**src/rtl/rv32_pkg.sv**
```systemverilog
// rtl/rv32_pkg.sv - shared RV32 datapath width, PC type and branch funct3 encodings
package rv32_pkg;

   localparam int XLEN = 32;

   typedef logic [XLEN-1:0] pc_t;

   localparam logic [2:0] F3_BEQ  = 3'b000;
   localparam logic [2:0] F3_BNE  = 3'b001;
   localparam logic [2:0] F3_BLT  = 3'b100;
   localparam logic [2:0] F3_BGE  = 3'b101;
   localparam logic [2:0] F3_BLTU = 3'b110;
   localparam logic [2:0] F3_BGEU = 3'b111;

endpackage

```
**src/rtl/branch_cond_eval.sv**
```systemverilog
// rtl/branch_cond_eval.sv - combinational branch condition from funct3, ALU zero flag and SLT bit
module branch_cond_eval
   import rv32_pkg::*;
(
   input  logic [2:0] func3_i,
   input  logic       zero_i,
   input  logic       alu_lsb_i,
   output logic       cond_o
);

   // Signed and unsigned compares share a bit: the ALU already picked SLT or SLTU.
   always_comb begin
      cond_o = 1'b0;
      case (func3_i)
         F3_BEQ:  cond_o = zero_i;
         F3_BNE:  cond_o = ~zero_i;
         F3_BLT:  cond_o = alu_lsb_i;
         F3_BGE:  cond_o = ~alu_lsb_i;
         F3_BLTU: cond_o = alu_lsb_i;
         F3_BGEU: cond_o = ~alu_lsb_i;
         default: cond_o = 1'b0;
      endcase
   end

endmodule

```
**src/rtl/branch_jump_ctrl.sv**
```systemverilog
// rtl/branch_jump_ctrl.sv - EX-stage branch/jump resolution with registered redirect; optional BRANCH_JUMP_JALR_EN
module branch_jump_ctrl #(
   parameter int          XLEN    = rv32_pkg::XLEN,
   parameter int unsigned PC_STEP = 4
) (
   input  logic            CLK,
   input  logic            RESETN,
   input  logic            BRANCH,
   input  logic            JUMP,
`ifdef BRANCH_JUMP_JALR_EN
   input  logic            JALR,
`endif
   input  logic            ZERO,
   input  logic [XLEN-1:0] ALU_OUT,
   input  logic [2:0]      Func3,
   input  logic [XLEN-1:0] PC,
   input  logic [XLEN-1:0] IMM_VALUE,
   output logic [XLEN-1:0] NEXT_PC,
   output logic            MUX_SELECT,
   output logic            FLUSH
);

   import rv32_pkg::*;

   logic            cond;
   logic            take_d;
   logic            take_q;
   logic [XLEN-1:0] target;
   logic [XLEN-1:0] seq_pc;
   logic [XLEN-1:0] next_pc_d;
   logic [XLEN-1:0] next_pc_q;

   branch_cond_eval u_cond (
      .func3_i   (Func3),
      .zero_i    (ZERO),
      .alu_lsb_i (ALU_OUT[0]),
      .cond_o    (cond)
   );

`ifdef BRANCH_JUMP_JALR_EN
   // JALR target comes from the ALU (rs1+imm) with bit 0 cleared.
   assign target = (JUMP && JALR) ? {ALU_OUT[XLEN-1:1], 1'b0} : PC + IMM_VALUE;
`else
   logic unused_alu_upper;
   assign unused_alu_upper = ^ALU_OUT[XLEN-1:1];
   assign target = PC + IMM_VALUE;
`endif

   assign seq_pc    = PC + XLEN'(PC_STEP);
   assign take_d    = (BRANCH & cond) | JUMP;
   assign next_pc_d = take_d ? target : seq_pc;

   always_ff @(posedge CLK or negedge RESETN) begin
      if (!RESETN) begin
         take_q    <= 1'b0;
         next_pc_q <= '0;
      end else begin
         take_q    <= take_d;
         next_pc_q <= next_pc_d;
      end
   end

   assign NEXT_PC    = next_pc_q;
   assign MUX_SELECT = take_q;
   assign FLUSH      = take_q;

endmodule

```
**config.mk**
```make
export PLATFORM = sky130hd
export DESIGN_NAME = branch_jump_ctrl
export DESIGN_NICKNAME = d
export VERILOG_FILES = /design/src/rtl/rv32_pkg.sv /design/src/rtl/branch_cond_eval.sv /design/src/rtl/branch_jump_ctrl.sv
export SDC_FILE = /design/constraint.sdc
export NUM_CORES = 1
export LEC_CHECK = 0
export ABC_AREA = 1
export CORE_ASPECT_RATIO = 1.25
export CORE_MARGIN = 2
export CORE_UTILIZATION = 45
export DETAILED_ROUTE_END_ITERATION = 10
export PLACE_DENSITY = 0.8
export SLEW_MARGIN = 20
export SYNTH_ARGS = -nofsm -noshare
export SYNTH_HDL_FRONTEND = slang
export SYNTH_SLANG_ARGS = --single-unit
```
**constraint.sdc**
```tcl
create_clock -name CLK -period 0.8 [get_ports CLK]
set_input_delay 0.12 -clock CLK [delete_from_list [all_inputs] [get_ports CLK]]
set_output_delay 0.12 -clock CLK [all_outputs]
set_load 0.005 [all_outputs]
```
==> impl_metrics.tcl, run 1 <==
set metrics [dict create \
    grt_use_total_pct 41.45 \
    antennaDiodeCount 0 \
    critPathCaptureType "flip-flop" \
    die_w_um 92.44 \
    syn_avg_cell_area_um2 5.662 \
    core_area_um2 9559 \
    ys_types 36 \
    synth_common_cells "307 x nand2_1, 135 x inv_1, 71 x nand3_1, 69 x nor2_1, 33 x dfrtp_1" \
    finalNetCount 1184 \
    wl_per_cell_um 23.01 \
    finalMaxSlewViolations 0 \
    drc_errors 0 \
    synth_seq_cells 33 \
    dpl_cell_area_um2 7012 \
    period_needed_ns 1.611 \
    rows 40 \
    hold_viol_final 0 \
    outcome "finished with violations" \
    cts_root_buf "clkbuf_16" \
    required_ns 1.01 \
    fillers 378 \
    ctsHoldBuffers 0 \
    async_flop_share_pct 100.0 \
    cts_tree "yes" \
    clkTransAtPathRegs_ns 0.07 \
    synth_nets 914 \
    synth_top_family_by_area "simple AND/OR/NAND/NOR gates" \
    wl_mm 27.02 \
    violations "setup timing" \
    synthDominantCellAreaShare_pct 26.19 \
    synth_flop_cell "dfrtp_1" \
    first_global_vias 6785 \
    tightestPinTransition_ns 0.4630 \
    hp-class "in2reg" \
    grt_setup_unrepaired "true" \
    synth_top_cell_by_area "nand2_1" \
    grt_max_degree 34 \
    synth-compound-area-share_pct 5.944 \
    cp-start-kind "input pin" \
    fin_cells 1174 \
    worstPathMaxFanout 4 \
    tritoncts.num_buffers 5 \
    clkSinkCount 33 \
    yosys.area_share.simple_pct 48.15 \
    overflow 0 \
    synth-xor-area-share_pct 4.579 \
    p_per_area_nw_per_um2 1279 \
    place_ws_ns -1.346 \
    drive_gt1_share_pct 55.63 \
    grt_first_pass_wirelength_mm 33.82 \
    drtPass1Iterations 7 \
    syn_area_um2 4399 \
    start_util_pct 46.02 \
    fin_area_um2 8775 \
    ff_latch_area_um2 825.8 \
    multiInputGateArea_um2 4752 \
    maxCapViolations 0 \
    clock_path_buffers 2 \
    ant_nets 0 \
    htreeDepth 2 \
    synth_edf_count 0 \
    max_freq_mhz 620.6 \
    gp_congestion 0.9979 \
    post-route-period-util_pct 201.4 \
    yosysSeqAreaShare_pct 18.77 \
    ir_drop_mv 0.9949 \
    io_buffers 106 \
    grt_antenna_before_repair 0 \
    max-slew-margin-rel_pct 69.02 \
    dpl.cell_count 1121 \
    finalSetupViolations 67 \
    synth.area.mux_share_pct 0.2275 \
    io_pins 138 \
    path_class "in2reg" \
    dieArea_um2 10590 \
    synth-warning-count 0 \
    chipHeight_um 114.5 \
    place_hpwl_mm 14.69 \
    syn-instance-count 777 \
    synthAdderAreaFrac_pct 9.556 \
    critical_path_arrival_ns 1.82 \
    dr.first_iter.drc_count 811 \
    vias_per_cell 6.131 \
    leakage_nw 4.572 \
    synthToLayoutAreaGrowth_pct 99.46 \
    dr_total_vias 7198 \
    layout_setup_ws_ns -0.8113 \
    synth_area_leaders "nand2_1 26%, dfrtp_1 19%, inv_1 12%, ha_1 9.1%, nand3_1 8.1%" \
    synth_most_common_cell "nand2_1" \
]
worst max-delay path: stages:
cell     delay, ns
buf_8         0.10
ha_4          0.16
fa_2          0.48
nand3_2       0.12
nand3_4       0.09
nand2_2       0.11
nand3_4       0.12
nand3_4       0.12
nand2_4       0.07
nand2_2       0.08
nand2_1       0.08
o21ai_1       0.17
layer usage:
layer,share of wire (%),GRT usage [%],vias up,wire (µm)
li1,-,-,2948,-
met1,31,40.49,3243,8310
met2,45,75.62,695,12220
met3,10,6.517,312,2735
met4,14,35.12,0,3753
met5,0,0,-,0
worst paths after layout:
path	from	to	slack (ns)	depth (start not counted)
setup / recovery	PC[0]	NEXT_PC[16]	-0.81	12
hold / removal	PC[1]	NEXT_PC[1]	0.12	3
max in group asynchronous	RESETN	NEXT_PC[30]	0.37	2
min in group asynchronous	RESETN	NEXT_PC[25]	0.22	2
cell type report:
class                           instances  area share, %
Multi-Input combinational cell        599          54.16
Timing Repair Buffer                  270          26.41
Sequential cell                        33          9.411
Inverter                              138          6.017
Tap cell                              126          1.797
Clock buffer                            5          1.426
Clock inverter                          3         0.7843
timing repair:
action / 4_1_cts / 5_1_grt
gates cloned: 3 / 0
resized for setup: 676 / 116
pin swaps: 155 / 74
endpoints found under the hold margin: 0 / 0
setup buffers: 35 / 10
endpoints found under the setup margin: 67 / 67
cells in the final DEF (no fill, tap or decap), types with 6 or more instances in the layout:
| master | netlist | routed |
|---|---|---|
| nand2_4 | 2 | 46 |
| nand2_1 | 307 | 187 |
| xnor2_1 | 13 | 8 |
| dfrtp_1 | 33 | 33 |
| o21ai_2 | 0 | 11 |
| nand2_2 | 5 | 77 |
| nand4_1 | 12 | 12 |
| a21oi_4 | 0 | 6 |
| nand3_2 | 1 | 30 |
| nor2_2 | 2 | 13 |
| a21oi_1 | 21 | 6 |
| ha_4 | 0 | 32 |
| buf_6 | 1 | 42 |
| nor2_1 | 69 | 35 |
| buf_8 | 0 | 9 |
| buf_2 | 5 | 56 |
| buf_12 | 0 | 8 |
| nor2_4 | 4 | 27 |
| inv_2 | 3 | 22 |
| xor2_1 | 10 | 9 |
| buf_4 | 1 | 133 |
| a21oi_2 | 1 | 10 |
| nand3_4 | 0 | 12 |
| nand3_1 | 71 | 30 |
| inv_1 | 135 | 112 |
per-stage QoR:
stage | power, mW | utilization (%) | TNS (ns) | hold slack (ns)
floorplan | 4.152 | - | -13.73 | -0.1756
global placement | 6.462 | 73.35 | -42.56 | 0.5200
detailed placement | 6.518 | 73.35 | -43.58 | 0.5317
CTS | 10.07 | 86.44 | -17.59 | 0.09978
global route | 11.53 | 91.79 | -23.65 | 0.1325
finish | 11.22 | 91.79 | -22.21 | 0.1216
flip-flops by register name (all words and copies together), names as in the netlist:
name     cells
FLUSH        1
NEXT_PC     32
kinds of logic after synthesis:
group | Yosys count
simple gates | 495
buf+inv | 145
compound gates | 47
fa+ha+maj | 33
flops | 33
xor+xnor | 23
mux | 1
power by group:
| part | internal [mW] | switching [mW] |
|---|---|---|
| registers | 1.93 | 0.131 |
| logic | 2.88 | 3.55 |
| clock network | 1.80 | 0.933 |
| total | 6.61 | 4.61 |
Power figures use the tool's default switching activity.
==> inputs of run 2 (changes only) <==
- clock period: 0.8 -> 1.8 ns (I/O delays scaled with it)
==> run 2 against run 1 <==
Via count decreased by 7.9%. Sequential cell count is the same. Critical path type unchanged. The run still ends with setup timing left. Worst setup slack better by 0.74 ns. Wire length shrank 22%.
==> impl_metrics.tcl, run 2 (synthesis results as in run 1) <==
set metrics [dict create \
    fin_cells 1151 \
    violations "setup timing" \
    critPathCaptureType "flip-flop" \
    place_ws_ns -0.5721 \
    ir_drop_mv 0.3426 \
    rows 40 \
    finalMaxSlewViolations 0 \
    min_from "PC[0]" \
    ant_nets 0 \
    dieArea_um2 10590 \
    path_class "in2reg" \
    cp-start-kind "input pin" \
    dpl_cell_area_um2 6598 \
    crit_chain "dlygate4sd2_1 > ha_4 > buf_4 > nand2_2 > inv_2 > nand2_1 > nor3_1 > nand2_2 > nand2_2 > nand2_2 > nand2_1 > nand2_1 > nand3_1 > nand2_1" \
    tritoncts.num_buffers 5 \
    cp_slowest_cell "ha_4" \
    first_global_vias 5866 \
    grt_antenna_before_repair 0 \
    tightestPinTransition_ns 0.4625 \
    grt_max_degree 34 \
    worstPathMaxFanout 4 \
    clkTransAtPathRegs_ns 0.06 \
    dr_total_vias 6630 \
    largest_register_ffs 32 \
    fillers 548 \
    grt_first_pass_wirelength_mm 27.97 \
    htreeDepth 2 \
    grt_use_total_pct 33.70 \
    outcome "finished with violations" \
    overflow 0 \
    critPathMaxStageDelay_ns 0.30 \
    die_w_um 92.44 \
    finalNetCount 1161 \
    maxCapViolations 0 \
    p_per_area_nw_per_um2 530.7 \
    antennaDiodeCount 0 \
    leakage_nw 4.187 \
    fin_area_um2 7616 \
    period_needed_ns 1.875 \
    drc_errors 0 \
    hold_viol_final 0 \
    drtPass1Iterations 7 \
    place_hpwl_mm 12.89 \
    critical_path_arrival_ns 2.04 \
    wl_mm 21.06 \
    holdPathEnd "NEXT_PC[0]" \
    cts_root_buf "clkbuf_16" \
    post-route-period-util_pct 104.2 \
    hold_depth 3 \
    clkSinkCount 33 \
    wl_per_cell_um 18.30 \
    io_buffers 106 \
    core_area_um2 9559 \
    cts_tree "yes" \
    dr.first_iter.drc_count 863 \
    dpl.cell_count 1133 \
    ctsHoldBuffers 0 \
    hp-class "in2reg" \
    mostFrequentLayoutCell "nand2_1" \
    required_ns 1.97 \
    io_pins 138 \
    gp_congestion 0.9708 \
    layout_setup_ws_ns -0.07489 \
    start_util_pct 46.02 \
    max-slew-margin-rel_pct 69.17 \
    final_cell_mix "266 x nand2_1, 134 x buf_4, 127 x inv_1, 53 x nand3_1, 49 x clkdlybuf4s50_1" \
    finalSetupViolations 7 \
    vias_per_cell 5.760 \
    max_freq_mhz 533.4 \
    synthToLayoutAreaGrowth_pct 73.12 \
    clock_path_buffers 2 \
    chipHeight_um 114.5 \
    drive_gt1_share_pct 30.83 \
]
run 2: changes by cell type in the layout (fill, tap and decap cells not counted), moves of 37 or more:
| cell | before | now |
|---|---|---|
| buf_2 | 56 | 0 |
| nand2_4 | 46 | 9 |
| nand2_2 | 77 | 39 |
| buf_6 | 42 | 4 |
| clkdlybuf4s50_1 | 4 | 49 |
| nand2_1 | 187 | 266 |
run 2: stage by stage:
| step | utilization [%] | TNS (ns) | hold WS, ns | power [mW] |
|---|---|---|---|---|
| floorplan | - | 0 | -0.02559 | 1.697 |
| finish | 79.67 | -0.2247 | 0.3522 | 4.042 |
| global route | 79.67 | -0.9503 | 0.3902 | 4.193 |
| CTS | 75.81 | -0.03672 | 0.3645 | 3.698 |
| global placement | 69.02 | -11.64 | 0.7094 | 2.652 |
| detailed placement | 69.02 | -12.87 | 0.7165 | 2.684 |
run 2: worst max-delay path, delay by kind of cell:
family                     cells  cell delay, ns
and+or+nand+nor               10            0.99
buffers and inverters          3            0.47
adders and majority gates      1            0.30
run 2: timing repair:
item | CTS | global route
buffers inserted | 3 | 7
hold endpoints to repair | 0 | 0
endpoints found under the setup margin | 26 | 26
pin swaps | 39 | 36
resized for setup | 129 | 101
run 2: worst max path at each step:
| stage | startpoint | end | slack [ns] | cells after the start |
|---|---|---|---|---|
| after floorplan | PC[0] | NEXT_PC[8] | 0.03 | 9 |
| after global placement | PC[25] | NEXT_PC[29] | -0.58 | 12 |
| after detailed placement | PC[25] | NEXT_PC[29] | -0.57 | 12 |
| after CTS | IMM_VALUE[14] | NEXT_PC[29] | -0.02 | 13 |
| after global routing | PC[7] | NEXT_PC[26] | -0.14 | 13 |
| final | PC[10] | NEXT_PC[22] | -0.07 | 14 |
run 2: cell type report:
type / instances / area, µm² / share of cell area (%)
Tap cell: 126 / 157.7 / 2.070
Inverter: 138 / 518.0 / 6.801
Timing Repair Buffer: 247 / 2183 / 28.67
Multi-Input combinational cell: 599 / 3789 / 49.75
Clock inverter: 3 / 17.52 / 0.2300
Sequential cell: 33 / 825.8 / 10.84
Clock buffer: 5 / 125.1 / 1.643
run 2: where the power goes:
| part | switching (mW) | leakage (nW) | total [mW] | internal [mW] |
|---|---|---|---|---|
| Combinational | 1.18 | 3.73 | 2.27 | 1.08 |
| Sequential | 0.0415 | 0.390 | 0.898 | 0.857 |
| Clock | 0.369 | 0.0696 | 0.877 | 0.508 |
run 2: layer usage:
metal	up-vias	track usage, %	part of all wire, %
met5	-	0	0
met4	0	13.83	7.3
met3	177	3.950	12
met2	577	58.44	46
met1	2977	42.32	34
li1	2899	-	-
==> inputs of run 3 (changes only) <==
- CTS_CLUSTER_DIAMETER: unset -> 60
==> results of run 3 <==
Same layout as run 2: the final DEF is identical, and so are final timing and power.
